### config.mk
export PLATFORM = sky130hd
export DESIGN_NAME = msrv32_bht
export DESIGN_NICKNAME = d
export VERILOG_FILES = /design/src/rtl/msrv32_pkg.sv /design/src/rtl/msrv32_sat_ctr2.sv /design/src/rtl/msrv32_bht.sv
export SDC_FILE = /design/constraint.sdc
export NUM_CORES = 1
export LEC_CHECK = 0
export BUFFER_PORTS_ARGS = -buffer_cell sky130_fd_sc_hd__buf_2
export CAP_MARGIN = 20
export CORE_ASPECT_RATIO = 0.9
export CORE_UTILIZATION = 56
export CTS_BUF_LIST = sky130_fd_sc_hd__clkbuf_4
export DETAILED_ROUTE_END_ITERATION = 8
export PLACE_DENSITY = 0.88
export SLEW_MARGIN = 10
export SYNTH_ARGS = -nofsm -noshare
export SYNTH_HDL_FRONTEND = slang
export SYNTH_SLANG_ARGS = --single-unit
### constraint.sdc
create_clock -name ms_riscv32_mp_clk_in -period 4.8 [get_ports ms_riscv32_mp_clk_in]
set_clock_uncertainty 0.05 [all_clocks]
set_input_delay 0.48 -clock ms_riscv32_mp_clk_in [delete_from_list [all_inputs] [get_ports ms_riscv32_mp_clk_in]]
set_output_delay 0.48 -clock ms_riscv32_mp_clk_in [all_outputs]
set_load 0.01 [all_outputs]
### src/rtl/msrv32_pkg.sv
// Shared msrv32 constants: branch-history counter encodings and the
// opcode[6:2] values the branch predictor and branch unit decode.
package msrv32_pkg;

   typedef logic [1:0] bht_ctr_t;

   localparam bht_ctr_t BHT_SNT = 2'b00;
   localparam bht_ctr_t BHT_WNT = 2'b01;
   localparam bht_ctr_t BHT_WT  = 2'b10;
   localparam bht_ctr_t BHT_ST  = 2'b11;

   localparam logic [4:0] OPC_BRANCH = 5'b11000;
   localparam logic [4:0] OPC_JAL    = 5'b11011;
   localparam logic [4:0] OPC_JALR   = 5'b11001;

endpackage

### src/rtl/msrv32_sat_ctr2.sv
// 2-bit saturating counter next-state function (no state of its own).
module msrv32_sat_ctr2
   import msrv32_pkg::*;
(
   input  logic [1:0] state,
   input  logic       taken,
   output logic [1:0] state_next
);

   always_comb begin
      state_next = state;
      if (taken && (state != BHT_ST))
         state_next = state + 2'd1;
      else if (!taken && (state != BHT_SNT))
         state_next = state - 2'd1;
   end

endmodule

### src/rtl/msrv32_bht.sv
// Branch history table: PC-indexed 2-bit counters predicting conditional
// branch direction, trained by resolved branches, with mispredict reporting.
module msrv32_bht
   import msrv32_pkg::*;
#(
   parameter int ENTRIES = 16,
   parameter int IDX_W   = $clog2(ENTRIES),
   parameter int CNT_W   = 16
)(
   input  logic             ms_riscv32_mp_clk_in,
   input  logic             ms_riscv32_mp_rst_n_in,
   input  logic             lookup_valid_in,
   input  logic [31:0]      lookup_pc_in,
   output logic             predict_valid_out,
   output logic             predict_taken_out,
   input  logic             resolve_valid_in,
   input  logic [31:0]      resolve_pc_in,
   input  logic [4:0]       resolve_opcode_6_to_2_in,
   input  logic             branch_taken_in,
   input  logic             predicted_taken_in,
   output logic             mispredict_out,
   output logic [CNT_W-1:0] mispredict_count_out
);

   bht_ctr_t         table_reg [ENTRIES];
   logic [IDX_W-1:0] lookup_idx;
   logic [IDX_W-1:0] resolve_idx;
   logic             train_en;
   logic             mismatch;
   bht_ctr_t         ctr_cur;
   bht_ctr_t         ctr_next;

   logic             predict_valid_reg;
   logic             predict_taken_reg;
   logic             mispredict_reg;
   logic [CNT_W-1:0] mispredict_count_reg;

   // Untagged table: only the index bits of either PC matter.
   logic unused_pc_bits;
   assign unused_pc_bits = ^{lookup_pc_in[31:IDX_W+2], lookup_pc_in[1:0],
                             resolve_pc_in[31:IDX_W+2], resolve_pc_in[1:0]};

   assign lookup_idx  = lookup_pc_in[IDX_W+1:2];
   assign resolve_idx = resolve_pc_in[IDX_W+1:2];

   // Jumps are always taken in the branch unit, so only conditional
   // branches are allowed to train or report a mispredict.
   assign train_en = resolve_valid_in && (resolve_opcode_6_to_2_in == OPC_BRANCH);
   assign mismatch = train_en && (branch_taken_in != predicted_taken_in);
   assign ctr_cur  = table_reg[resolve_idx];

   msrv32_sat_ctr2 u_sat_ctr2 (
      .state      (ctr_cur),
      .taken      (branch_taken_in),
      .state_next (ctr_next)
   );

   always_ff @(posedge ms_riscv32_mp_clk_in or negedge ms_riscv32_mp_rst_n_in) begin
      if (!ms_riscv32_mp_rst_n_in) begin
         for (int i = 0; i < ENTRIES; i++)
            table_reg[i] <= BHT_WNT;
      end else if (train_en) begin
         table_reg[resolve_idx] <= ctr_next;
      end
   end

   // Lookup reads the pre-update table, so a same-index update is not bypassed.
   always_ff @(posedge ms_riscv32_mp_clk_in or negedge ms_riscv32_mp_rst_n_in) begin
      if (!ms_riscv32_mp_rst_n_in) begin
         predict_valid_reg <= 1'b0;
         predict_taken_reg <= 1'b0;
      end else begin
         predict_valid_reg <= lookup_valid_in;
         if (lookup_valid_in)
            predict_taken_reg <= table_reg[lookup_idx][1];
      end
   end

   always_ff @(posedge ms_riscv32_mp_clk_in or negedge ms_riscv32_mp_rst_n_in) begin
      if (!ms_riscv32_mp_rst_n_in) begin
         mispredict_reg       <= 1'b0;
         mispredict_count_reg <= '0;
      end else begin
         mispredict_reg <= mismatch;
         if (mismatch && (mispredict_count_reg != {CNT_W{1'b1}}))
            mispredict_count_reg <= mispredict_count_reg + 1'b1;
      end
   end

   assign predict_valid_out    = predict_valid_reg;
   assign predict_taken_out    = predict_taken_reg;
   assign mispredict_out       = mispredict_reg;
   assign mispredict_count_out = mispredict_count_reg;

endmodule
Word-level counts from Yosys, hierarchy flattened

Index checks and enable logic that the tools add are counted.

Add/sub/neg operators: 3
Order comparisons: 3
Equality and inequality tests: 4
Mux-type cells: 11
Bitwise gates (word level): 2
Reductions and logical operators: 8

Operators by type and width:

| operator                                                                      | count |
|---|---|
| 32-bit bitwise mux                                                            | 1 |
| 16-bit by 1-bit adder with 16-bit output (second input constant)              | 1 |
| 2-bit binary-select mux with 4-bit select                                     | 2 |
| 16-bit != test (second input constant)                                        | 1 |
| 2-bit 2-to-1 mux                                                              | 7 |
| 5-bit greater-or-equal comparator (second input constant)                     | 2 |
| 4-bit NOT with 5-bit output                                                   | 2 |
| 2-bit demux with 4-bit select                                                 | 1 |
| 1-bit logical AND                                                             | 6 |
| 5-bit equality test (second input constant)                                   | 1 |
| 5-bit by 1-bit less-than comparator with 1-bit output (second input constant) | 1 |
| 2-bit by 1-bit adder with 2-bit output (second input constant)                | 1 |
| 2-bit != test (second input constant)                                         | 1 |
| 2-bit nonzero test                                                            | 1 |
| 2-bit by 1-bit subtractor with 2-bit output (second input constant)           | 1 |
| 1-bit zero test                                                               | 1 |
| 1-bit != test                                                                 | 1 |

Register bits after elaboration: 51

Depth between registers and ports, before layout

Word-level depth: 9
Mapped depth: 12

By module

Synthesis repeated with hierarchy kept, for this count alone.

Cells, all modules: 190
Area total of the unflattened synthesis: 2637.5 µm²

By module, submodules not included:

| module          | times used | cells an instance | area an instance (µm²) | sequential area each (µm²) |
|---|---|---|---|---|
| msrv32_bht      | 1          | 183               | 2577.5                 | 1296.2 |
| msrv32_sat_ctr2 | 1          | 7                 | 60.1                   | 0.0 |

Worst setup path before layout

OpenSTA, ideal clock, no wires.

Path kind: input to register
Start: in resolve_pc_in[2]
End: reg table_reg[23] (netlist name)
Arrival time: 2396 ps
Slack: 2229 ps
Stages: 9
Path buffers: 2
Cells stage by stage: buf_4 -> buf_6 -> o2111ai_1 -> nand3_1 -> mux2_2 -> ha_1 -> nor3b_1 -> a31oi_2 -> mux2_2

Word-level cells in the longest chain between the ends: 9
Elaborated cells on any way between the ends: 18

Ends and longest elaborated chain:

| what                                                                                                | line                               | source |
|---|---|---|
| start, declared                                                                                     | msrv32_bht.sv:17                   | `input logic [31:0] resolve_pc_in,` |
| 4-bit NOT with 5-bit output (implied by the code) *                                                 | msrv32_bht.sv:50, msrv32_bht.sv:63 |  |
| parallel branches: the longest is 7 deep, another holds 2-bit by 1-bit subtractor with 2-bit output | -                                  |  |
| 32-bit bitwise mux *                                                                                | msrv32_bht.sv:63                   | `table_reg[resolve_idx] <= ctr_next;` |
| end signal, assigned by index                                                                       | msrv32_bht.sv:63                   |  |
| end, declared                                                                                       | msrv32_bht.sv:25                   | `bht_ctr_t table_reg [ENTRIES];` |

Every way passes the cells marked *. The select of a mux whose other input is x is not followed.
A chain may end at the register's enable or synchronous reset.

Worst setup path after layout

Start: in resolve_pc_in[2]
End: reg table_reg[6] (netlist name)

Same word-level chain as after synthesis.

==> summary.md <==
| Metric | Value |
|---|---|
| Max reg flops | 32 |
| Post-Synthesis Cell Area | 2774 sq um |
| Number of CTS-inserted buffers | 5 |
| PwrDens | 265.7 nW/um^2 |
| Iter 0 DRT Violations | 51 |
| CORE AREA | 4604 sq um |
| Root Driver | clkbuf_4 |
| Layout net count | 357 |
| Worst skew pair latency | 370 ps |
| Total negative slack | 0 ps |
| Ratio of cells with drive above 1 in the final layout | 34.29% |
| Largest family of logic cells by synthesized area | multiplexers |
| CP Data Required Time | 5030 ps |
| Most frequent cells in the layout | buf_2, dfrtp_1, mux2_2, nand2_1, mux2i_1 |
| Synth warn | 0 |
| CTS tree | yes |
| Setup Buffers After CTS | 0 |
| Most common cell after layout, fill and taps aside | buf_2 |
| Post-synthesis mux area share | 23.00% |
| Post-CTS Hold Buffers | 0 |
| CP Class | primary input to flop |
| Post-CTS sizing | 0 |
| Max Root-Sink Buffers | 2 |
| ANT nets after route | 0 |
| Peak Freq | 352.2 MHz |
| Setup crit start kind | primary input |
| Vias/cell | 5.851 |
| Post-synthesis adder-cell area fraction | 1.353% |
| Fin area | 3082 sq um |
| Max_cap viols | 0 |
| Mean Syn Cell Area | 11.46 sq um |
| Max-Slew Margin vs Limit | 57.40% |
| Top Ports | 94 |
| Final worst slack | 1960 ps |
| Post-Synth XOR/XNOR Area | 4.736% |
| # DRC | 0 |
| Number of synthesized register bits | 51 |
| Fraction of registers with async set/reset | 100.0% |
| Worst ir drop on vdd | 0.0001587 V |
| Total wire length | 5.394 mm |
| Final setup fails | 0 |
| WHS | 149.1 ps |
| IO buf count | 37 |
| First-pass GRT wire length | 9.059 mm |
| Least-Margin Pin Slew | 639.0 ps |
| Vias | 2001 |
| Sequential share of the synthesized area | 46.73% |
| Area post-placement | 2998 sq um |
| Antenna diodes | 0 |
| RSZ-0062 raised after global routing | no |
| Initial antenna violation count | 0 |
| # clock sinks | 51 |
| Vias in the first global route | 1935 |
| Worst Hold Class | primary input to asynchronous set/reset pin |
| Starting density of the core | 60.24% |
| Syn nets | 320 |
| Predominant post-synthesis flop cell | dfrtp_1 |
| All-layer global routing usage | 22.75% |
| DP Worst Slack | 1611 ps |
| Total iterations of the first detailed-routing run | 4 |
| Area Overhead vs Synth | 11.10% |
| Placed cells | 334 |
| Mean routed wirelength per cell | 15.77 um |
| Flop2flop setup slack | 2130 ps |
| Period utilisation layout | 59.16% |
| Cell count after synthesis | 242 |
| Post-detail-place hpwl | 3.983 mm |
| Die Height | 68.77 um |
| Synth Area in Compound Gates | 6.856% |
| # fillers | 369 |
| Die width | 76.19 um |
| Leak | 1.486 nW |
| CTS H-tree lvls | 2 |
| Crit Path Max Fanout | 28 |
| Slew Limit Fails | 0 |
| GP Congestion | 0.7526 |
| Final Instance Count excl. Fillers | 342 |
| Distinct cells, synth | 40 |
| Simple-Gate Fraction of Synth Area | 14.57% |
| FP Rows | 23 |
| Arr. time, crit path | 3070 ps |
| Die ar. | 5239 sq um |
| CP endpoint kind | flop |
| Final min period | 2840 ps |
| Worst-path clk slew | 150 ps |
| Post-synth EDFFs | 0 |
| Outcome | completed |
| Total congestion overflow | 0 |
| Largest net degree at the start of global routing | 52 |
| Hold Fails Final Rpt | 0 |
## cells in the mapped netlist (all sizes together) (6+ instances only)
cell type / count / share of area [%]
nand3: 13 / 2.3
o21ai: 6 / 1.1
mux2i: 18 / 6.5
xnor2: 7 / 2.2
nand2: 20 / 2.7
xor2: 8 / 2.5
dfstp: 16 / 15
nor3: 6 / 1.1
nor2: 15 / 2.0
inv: 8 / 1.1
mux2: 29 / 12
dfrtp: 35 / 32
nor2b: 6 / 1.4
## area by class of cell
class | count | area [sq um] | area share, %
clock buffer | 5 | 37.54 | 1.218
timing repair buffer | 38 | 192.7 | 6.253
inverter | 8 | 30.03 | 0.9744
multi-input combinational | 175 | 1401 | 45.47
clock inverter | 3 | 46.29 | 1.502
tap | 62 | 77.57 | 2.517
sequential | 51 | 1296 | 42.06
## stage by stage
stage               utilization [%]   power, W
floorplan                         -  0.0005388
global placement              65.11  0.0005730
detailed placement            65.11  0.0005791
CTS                           66.93  0.0008278
global route                  66.93  0.0008579
finish                        66.93  0.0008187
## cells by family after synthesis
logic type | after synthesis
compound gates | 26
buf+inv | 16
simple gates | 79
mux | 52
flops | 51
fa+ha+maj | 3
xor+xnor | 15
## power breakdown
part | internal (W) | switching (W)
sequential | 0.000448 | 0.0000105
combinational | 0.0000446 | 0.0000688
clock | 0.000111 | 0.000135
total | 0.000604 | 0.000214
## routing by layer
layer | global-route usage [%] | routed length [um]
met2 | 37.61 | 2442
met5 | 0 | 0
met3 | 4.605 | 293
met4 | 11.54 | 91
met1 | 29.29 | 2567
## worst paths after layout
path / cells past startpoint / from / endpoint
max: 9 / resolve_pc_in[2] / table_reg[6]
min: 2 / ms_riscv32_mp_rst_n_in / table_reg[3]
max reg2reg: 8 / table_reg[16] / table_reg[6]
min reg2reg: 2 / table_reg[6] / table_reg[6]
max in group asynchronous: 2 / ms_riscv32_mp_rst_n_in / mispredict_count_out[15]
min in group ms_riscv32_mp_clk_in: 1 / lookup_valid_in / predict_valid_out
## worst max-delay path, stage by stage
cell and delay (ps):
buf_2 490, mux2i_1 180, a22oi_1 270, nand3_1 110, mux2_2 300, ha_1 230, mux2i_1 270, xor2_1 560
mux2i_1 170
Note: power is estimated with default switching activity, not from simulation.
